==> src/rtl/prog_loader_pkg.sv <==
// Shared types and constants for the program loader.
// LOADER_CHECKSUM_EN adds the CHK state used for the trailing checksum byte.
package loader_pkg;

    typedef enum logic [2:0] {
        S_IDLE,
        S_LEN_HI,
        S_LEN_LO,
        S_DATA,
`ifdef LOADER_CHECKSUM_EN
        S_CHK,
`endif
        S_DONE,
        S_ERR
    } state_t;

    localparam int HDR_BYTES  = 2;
    localparam int WORD_BYTES = 4;

    // A load is in flight in every state except the three resting ones.
    function automatic logic is_active(input state_t s);
        return !(s == S_IDLE || s == S_DONE || s == S_ERR);
    endfunction

endpackage

==> src/rtl/prog_loader_if.sv <==
// Byte-stream and instruction-memory link between the boot host and prog_loader.
interface prog_loader_if #(parameter int ADDR_W = 8);
    logic              start;
    logic              rx_valid;
    logic [7:0]        rx_data;
    logic              rx_ready;
    logic              imem_we;
    logic [ADDR_W-1:0] imem_addr;
    logic [31:0]       imem_wdata;
    logic              cpu_reset;
    logic              busy;
    logic              done;
    logic              err;

    modport master (
        output start, rx_valid, rx_data,
        input  rx_ready, imem_we, imem_addr, imem_wdata, cpu_reset, busy, done, err
    );

    modport slave (
        input  start, rx_valid, rx_data,
        output rx_ready, imem_we, imem_addr, imem_wdata, cpu_reset, busy, done, err
    );
endinterface

==> src/rtl/prog_loader_word_assembler.sv <==
// Packs accepted bytes MSB-first into 32-bit words; word_valid marks the 4th byte.
module word_assembler
    import loader_pkg::*;
(
    input  logic        clock,
    input  logic        reset,
    input  logic        clear,
    input  logic        byte_en,
    input  logic [7:0]  byte_in,
    output logic [31:0] word,
    output logic        word_valid
);
    localparam int CNT_W = $clog2(WORD_BYTES);

    logic [CNT_W-1:0] cnt;
    logic [23:0]      shreg;

    always_ff @(posedge clock) begin
        if (reset || clear) begin
            cnt   <= '0;
            shreg <= '0;
        end else if (byte_en) begin
            cnt   <= cnt + 1'b1;
            shreg <= {shreg[15:0], byte_in};
        end
    end

    // The completed word includes the byte arriving this cycle.
    assign word_valid = byte_en && (cnt == CNT_W'(WORD_BYTES - 1));
    assign word       = {shreg, byte_in};
endmodule

==> src/rtl/prog_loader.sv <==
// Boot loader: length-prefixed byte stream -> instruction memory, holds the CPU in reset until done.
// LOADER_CHECKSUM_EN enables a trailing XOR checksum byte verified in the CHK state.
module prog_loader
    import loader_pkg::*;
#(
    parameter int ADDR_W = 8
) (
    input logic          clock,
    input logic          reset,
    prog_loader_if.slave bus
);
    localparam logic [16:0] CAPACITY = 17'(1) << ADDR_W;
`ifdef LOADER_CHECKSUM_EN
    localparam state_t FINAL = S_CHK;
`else
    localparam state_t FINAL = S_DONE;
`endif

    state_t            state, nxt;
    logic [ADDR_W-1:0] waddr;
    logic [15:0]       words_left;
    logic [7:0]        len_hi;
    logic [16:0]       len_in;
    logic              accept, asm_clear, asm_en, word_valid;
    logic [31:0]       word;
`ifdef LOADER_CHECKSUM_EN
    logic [7:0]        chk;
`endif

    assign accept    = bus.rx_valid && bus.rx_ready;
    assign asm_clear = bus.start && !is_active(state);
    assign asm_en    = accept && (state == S_DATA);
    assign len_in    = {1'b0, len_hi, bus.rx_data};

    word_assembler u_asm (
        .clock      (clock),
        .reset      (reset),
        .clear      (asm_clear),
        .byte_en    (asm_en),
        .byte_in    (bus.rx_data),
        .word       (word),
        .word_valid (word_valid)
    );

    always_comb begin
        nxt = state;
        case (state)
            S_IDLE, S_DONE, S_ERR: if (bus.start) nxt = S_LEN_HI;
            S_LEN_HI: if (accept) nxt = S_LEN_LO;
            S_LEN_LO: if (accept) begin
                if (len_in > CAPACITY)    nxt = S_ERR;
                else if (len_in == 17'd0) nxt = FINAL;
                else                      nxt = S_DATA;
            end
            S_DATA: if (word_valid && words_left == 16'd1) nxt = FINAL;
`ifdef LOADER_CHECKSUM_EN
            S_CHK: if (accept) nxt = (bus.rx_data == chk) ? S_DONE : S_ERR;
`endif
            default: nxt = S_IDLE;
        endcase
    end

    always_ff @(posedge clock) begin
        if (reset) begin
            state          <= S_IDLE;
            waddr          <= '0;
            words_left     <= '0;
            len_hi         <= '0;
`ifdef LOADER_CHECKSUM_EN
            chk            <= '0;
`endif
            bus.rx_ready   <= 1'b0;
            bus.imem_we    <= 1'b0;
            bus.imem_addr  <= '0;
            bus.imem_wdata <= '0;
            bus.cpu_reset  <= 1'b1;
            bus.busy       <= 1'b0;
            bus.done       <= 1'b0;
            bus.err        <= 1'b0;
        end else begin
            bus.imem_we <= 1'b0;
            if (asm_clear) begin
                waddr <= '0;
`ifdef LOADER_CHECKSUM_EN
                chk   <= '0;
`endif
            end
            if (state == S_LEN_HI && accept) len_hi <= bus.rx_data;
            if (state == S_LEN_LO && accept) words_left <= len_in[15:0];
`ifdef LOADER_CHECKSUM_EN
            if (accept && state != S_CHK) chk <= chk ^ bus.rx_data;
`endif
            if (word_valid) begin
                bus.imem_we    <= 1'b1;
                bus.imem_addr  <= waddr;
                bus.imem_wdata <= word;
                waddr          <= waddr + 1'b1;
                words_left     <= words_left - 16'd1;
            end
            // Status outputs follow the state being entered so they are valid in its first cycle.
            state         <= nxt;
            bus.rx_ready  <= is_active(nxt);
            bus.busy      <= is_active(nxt);
            bus.cpu_reset <= (nxt != S_DONE);
            bus.done      <= (nxt == S_DONE);
            bus.err       <= (nxt == S_ERR);
        end
    end
endmodule

==> src/flat_wrapper.sv <==
// flat-port wrapper written by rule: the top's interface ports become plain ports
module prog_loader_flat import loader_pkg::*;
#(
    parameter int ADDR_W = 8
)
  (clock, reset, bus_start, bus_rx_valid, bus_rx_data, bus_rx_ready, bus_imem_we, bus_imem_addr, bus_imem_wdata, bus_cpu_reset, bus_busy, bus_done, bus_err);
  prog_loader_if #(.ADDR_W(ADDR_W)) bus_i ();
  input logic clock;
  input logic reset;
  input wire logic [$bits(bus_i.start)-1:0] bus_start;
  input wire logic [$bits(bus_i.rx_valid)-1:0] bus_rx_valid;
  input wire logic [$bits(bus_i.rx_data)-1:0] bus_rx_data;
  output wire logic [$bits(bus_i.rx_ready)-1:0] bus_rx_ready;
  output wire logic [$bits(bus_i.imem_we)-1:0] bus_imem_we;
  output wire logic [$bits(bus_i.imem_addr)-1:0] bus_imem_addr;
  output wire logic [$bits(bus_i.imem_wdata)-1:0] bus_imem_wdata;
  output wire logic [$bits(bus_i.cpu_reset)-1:0] bus_cpu_reset;
  output wire logic [$bits(bus_i.busy)-1:0] bus_busy;
  output wire logic [$bits(bus_i.done)-1:0] bus_done;
  output wire logic [$bits(bus_i.err)-1:0] bus_err;
  assign bus_i.start = bus_start;
  assign bus_i.rx_valid = bus_rx_valid;
  assign bus_i.rx_data = bus_rx_data;
  assign bus_rx_ready = bus_i.rx_ready;
  assign bus_imem_we = bus_i.imem_we;
  assign bus_imem_addr = bus_i.imem_addr;
  assign bus_imem_wdata = bus_i.imem_wdata;
  assign bus_cpu_reset = bus_i.cpu_reset;
  assign bus_busy = bus_i.busy;
  assign bus_done = bus_i.done;
  assign bus_err = bus_i.err;
  prog_loader #(.ADDR_W(ADDR_W)) u_core (.clock(clock), .reset(reset), .bus(bus_i));
endmodule
==> config.mk <==
export PLATFORM = sky130hd
export DESIGN_NAME = prog_loader_flat
export DESIGN_NICKNAME = d
export VERILOG_FILES = /design/src/rtl/prog_loader_pkg.sv /design/src/rtl/prog_loader_if.sv /design/src/rtl/prog_loader_word_assembler.sv /design/src/rtl/prog_loader.sv /design/src/flat_wrapper.sv
export SDC_FILE = /design/constraint.sdc
export NUM_CORES = 1
export LEC_CHECK = 0
export CORE_MARGIN = 2
export CORE_UTILIZATION = 45
export DETAILED_ROUTE_END_ITERATION = 8
export PLACE_DENSITY_LB_ADDON = 0.1
export SLEW_MARGIN = 0
export SYNTH_ARGS = -nofsm -noshare
export SYNTH_HDL_FRONTEND = slang
export SYNTH_SLANG_ARGS = --single-unit
==> constraint.sdc <==
create_clock -name clock -period 7.1 [get_ports clock]
set_clock_uncertainty 0.15 [all_clocks]
set_input_delay 2.13 -clock clock [delete_from_list [all_inputs] [get_ports clock]]
set_output_delay 2.13 -clock clock [all_outputs]
set_load 0.02 [all_outputs]
-- Word-level counts from Yosys, hierarchy flattened
Index checks and enable logic that the tools add are counted.
- register bits after elaboration: 106
- output and inout bits: 46
- word-level logic and storage cells: 58
- input bits: 12
- reductions and logical operators: 19
- eq/ne operators: 10
- magnitude comparators: 1
- multiplexer cells: 12
- $add $sub $neg: 3
- operators with widths (operator ; number):
    16-bit two-way mux ; 2
    3-bit two-way mux ; 6
    17-bit logical NOT ; 1
    16-bit by 1-bit equality test with 1-bit output, second input constant ; 1
    16-bit by 9-bit greater-than comparator with 1-bit output, second input constant ; 1
    8-bit two-way mux ; 2
    16-bit by 1-bit subtractor with 16-bit output, second input constant ; 1
    3-bit equality test, second input constant ; 4
    3-bit case mux with 4 select lines ; 1
    8-bit by 1-bit adder with 8-bit output, second input constant ; 1
    1-bit logical AND ; 7
    3-bit by 2-bit equality test with 1-bit output, second input constant ; 2
    3-bit logical NOT ; 2
    1-bit logical OR ; 5
    2-bit nonzero test ; 2
    3-bit by 1-bit equality test with 1-bit output, second input constant ; 1
    3-bit inequality test, second input constant ; 1
    3-bit OR reduction ; 1
    2-bit by 1-bit adder with 2-bit output, second input constant ; 1
    2-bit equality test, second input constant ; 1
    1-bit logical NOT ; 1
    1-bit two-way mux ; 1

-- Logic depth before layout (Yosys ltp)
- word-level depth: 10
- gate-level depth with buffers: 8
- depth with buffers taken out: 7

-- By module
Synthesis repeated with hierarchy kept, for this count alone.
- cells, all modules: 476
- area total of the unflattened synthesis: 4719.5 um^2
- by module, submodules not included (module ; instances ; sequential area each (um^2) ; area each (um^2) ; cells each):
    prog_loader ; 1 ; 1601.5 ; 3679.8 ; 381
    word_assembler ; 1 ; 520.5 ; 1039.7 ; 95

-- Worst setup path after synthesis
OpenSTA, ideal clock, no wires.
- path kind: input to register
- from: input port bus_rx_data[7]
- to: register u_core.bus.cpu_reset
- setup slack: 3274 ps
- arrival time: 3556 ps
- library setup time: 120 ps
- cell stages on the path: 5
- data required time: 6830 ps
- buffers on the path: 0
- path through: or4_4 -> or3_4 -> a31oi_4 -> o31ai_2 -> or2_1
- cells in the longest elaborated chain, start to end: 6
- ends and longest elaborated chain (element ; RTL line ; RTL):
    start: declaration ; flat_wrapper.sv:12 ; input wire logic [$bits(bus_i.rx_data)-1:0] bus_rx_data;
    branches (longest 2 deep; another with 16-bit by 9-bit greater-than comparator with 1-bit output) ; -- ;
    3-bit two-way mux (*) ; prog_loader.sv:51 ; if (len_in > CAPACITY) nxt = S_ERR;
    3-bit two-way mux (*) ; prog_loader.sv:50 ; S_LEN_LO: if (accept) begin
    3-bit case mux with 4 select lines (*) ; prog_loader.sv:47 ; case (state)
    3-bit inequality test (*) ; prog_loader.sv:104 ; bus.cpu_reset <= (nxt != S_DONE);
    end signal: assignment ; prog_loader.sv:104 ;
    end: declaration ; prog_loader_if.sv:22 ; output rx_ready, imem_we, imem_addr, imem_wdata, cpu_reset, busy, done, err
Every way passes the cells marked *.
A chain may end at the register's enable or synchronous reset.

-- Worst setup path in the final report
- from: input port bus_rx_valid
- to: register u_core.words_left[4]
- cells in the longest elaborated chain, start to end: 4
- ends and longest elaborated chain (element ; RTL line ; RTL):
    start: declaration ; flat_wrapper.sv:11 ; input wire logic [$bits(bus_i.rx_valid)-1:0] bus_rx_valid;
    1-bit logical AND (*) ; prog_loader.sv:30 ; assign accept = bus.rx_valid && bus.rx_ready;
    1-bit logical AND ; prog_loader.sv:32 ; assign asm_en = accept && (state == S_DATA);
    1-bit logical AND ; prog_loader_word_assembler.sv:29 ; assign word_valid = byte_en && (cnt == CNT_W'(WORD_BYTES - 1));
    16-bit two-way mux / 2-bit nonzero test (equally long branches) ; -- ;
    end signal: assignment ; prog_loader.sv:89 ; if (state == S_LEN_LO && accept) words_left <= len_in[15:0];
    end signal: assignment ; prog_loader.sv:98 ; words_left <= words_left - 16'd1;
    end: declaration ; prog_loader.sv:21 ; logic [15:0] words_left;
Every way passes the cells marked *; elsewhere a longest branch is shown, timed or not.

==> impl_metrics.env <==
export IMPL_status="finished clean"
export IMPL_drt_total_wl_mm=10.19
export IMPL_vias=3696
export IMPL_synth_main_ff_cell="dfxtp_1"
export IMPL_period_share=0.6328
export IMPL_start_util=0.4657
export IMPL_ys_warn_count=0
export IMPL_ir_worst_vdd_uv=132.0
export IMPL_root_buffer="clkbuf_8"
export IMPL_antenna_left=0
export IMPL_wl_per_cell_um=14.69
export IMPL_grt_pass1_wl_mm=17.13
export IMPL_synth_area_top_cells="dfxtp_1 49%, nand2_1 13%, a21oi_1 8.8%, nor2_1 3.1%, clkbuf_1 2.2%"
export IMPL_grt_setup_unrepaired="no"
export IMPL_layout_commonest_cell="nand2_1"
export IMPL_drt_pass1_iterations=5
export IMPL_yosysUniqueCellTypes=56
export IMPL_slew_headroom=0.2673
export IMPL_grt_pass1_vias=3489
export IMPL_grt_util_all_layers=0.2084
export IMPL_leakage_nw=1.677
export IMPL_criticalPathCategory="in -> reg"
export IMPL_setup_tns_ps=0
export IMPL_min_period_ps=4493
export IMPL_required_ps=7240
export IMPL_synth_top_area_cell="dfxtp_1"
export IMPL_cts_made_buffers=9
export IMPL_hpwlAfterDp_mm=6.852
export IMPL_rows=35
export IMPL_cp_end_kind="flip-flop"
export IMPL_grt_ovfl_total=0
export IMPL_finalWeightedCongestion=0.8578
export IMPL_clk_pin_slew_ps=110
export IMPL_insertion_delay_ps=370
export IMPL_drive_above_1_share=0.06726
export IMPL_final_util=0.5546
export IMPL_hp_class="reg -> reg"
export IMPL_cp_max_fo=50
export IMPL_setup_viol=0
export IMPL_crit_arrival_ps=4630
export IMPL_cts_setup_buffers=0
export IMPL_antenna_found_initial=0
export IMPL_core_area_um2=9240
export IMPL_critPathLaunchType="input pin"
export IMPL_grt_max_degree=79
export IMPL_dieArea_um2=10360
export IMPL_ys_ff_latch=106
export IMPL_ys_seq_area_frac=0.4932
export IMPL_slew_viol_final=0
export IMPL_dieWidth_um=101.8
export IMPL_syn_to_final_growth_pct=19.10
export IMPL_cts_hold_buf=0
export IMPL_avgViaCountPerCell=5.326
export IMPL_diodes=0
export IMPL_hold_viol_final=0
export IMPL_tightest_slew_ps=1099
export IMPL_drv_cap=0
export IMPL_powerDensity_nw_per_um2=215.5
export IMPL_fmax_ghz=0.2226
export IMPL_cts_tree="yes"
export IMPL_cts_path_max_buffers=2
export IMPL_mostFrequentLayoutCells="144 x nand2_1, 106 x dfxtp_1, 76 x a21oi_1"
export IMPL_synth_top_area_frac=0.4932
export IMPL_cts_repair_resize_count=0
export IMPL_synthCells=520
export IMPL_synth_edff_count=0
export IMPL_syn_nets=536
export IMPL_drt_iter0_drc=205
export IMPL_htreeDepth=3
export IMPL_synthesis_area_um2=4303
export IMPL_drc_errors=0
export IMPL_portBuffers=57
export IMPL_num_io_pins=58
export IMPL_nNetsFinal=576
export IMPL_fp_dieH_um=101.8
export IMPL_syn_area_per_cell_um2=8.275
export IMPL_cts_sinks=106
export IMPL_async_flop_share=0
## metrics by stage
step | power [mW] | setup slack [ps] | hold slack (ps) | instance area (um2) | cells
3_3_place_gp | 0.7597 | 2315 | 294.6 | 4940 | 678
5_1_grt | 1.147 | 2387 | 315.4 | 5125 | 694
2_1_floorplan | 0.7240 | 3274 | 282.1 | 4303 | 520
4_1_cts | 1.115 | 2603 | 300.6 | 5125 | 694
6_report | 1.104 | 2607 | 301.8 | 5125 | 694
3_5_place_dp | 0.7623 | 2207 | 295.2 | 4940 | 678
## layout make-up
cell class              count  area [um2]
multi-input cells         376        2038
repair buffers             61       595.6
clock inverters             6       57.56
flip-flops and latches    106        2122
fillers                   913        4115
well taps                 129       161.4
inverters                   6       22.52
clock buffers              10       127.6
## routing by layer
metal,share of wire,up-vias,track usage
met3,0.043,12,0.03658
li1,-,1849,-
met2,0.45,94,0.3219
met5,0,-,0
met1,0.49,1741,0.2991
met4,0.013,0,0.06029
## Yosys cell counts, types with 5 or more instances
library cell  count
o21ai_1           7
mux2i_1           9
a31oi_1           9
nand2_1         144
nor2_1           36
inv_1             6
clkbuf_1         25
nand3b_1          6
dfxtp_1         106
a21oi_1          76
nand3_1           7
or4_1             5
## power by group
part	internal, mW	leakage, nW	switching, mW	total [mW]
Combinational	0.0492	0.728	0.0729	0.122
Clock	0.136	0.0949	0.219	0.355
Sequential	0.606	0.854	0.0205	0.627
## cell families after synthesis
| family | synth area share |
|---|---|
| simple gates | 0.2707 |
| compound gates | 0.1614 |
| flops | 0.4932 |
| buf+inv | 0.03489 |
| mux | 0.02617 |
| fa+ha+maj | 0.01163 |
| xor+xnor | 0.002036 |
## registers in the layout, summed over array words and instances (netlist names)
register,cells
u_core.u_asm.cnt,2
u_core.bus.done,1
u_core.bus.rx_ready,1
u_core.bus.imem_we,1
u_core.len_hi,8
u_core.state,3
u_core.bus.err,1
u_core.u_asm.shreg,24
u_core.bus.imem_addr,8
u_core.waddr,8
u_core.bus.imem_wdata,32
u_core.bus.cpu_reset,1
u_core.words_left,16
## worst paths after layout
kind,start,end,slack (ps),cells after the start
min,u_core.u_asm.shreg[23],u_core.bus.imem_wdata[31],300,2
min reg2reg,u_core.u_asm.shreg[23],u_core.bus.imem_wdata[31],300,2
max reg2reg,u_core.state[1],u_core.words_left[4],4260,5
max,bus_rx_valid,u_core.words_left[4],2610,6
## critical path, stage by stage
cell and delay (ps):
clkdlybuf4s50_1 550, nand3b_4 150, nor2_4 830, nand2_1 300
or4_1 470, a31oi_1 170
No activity file was read; power rests on OpenSTA's default activity.
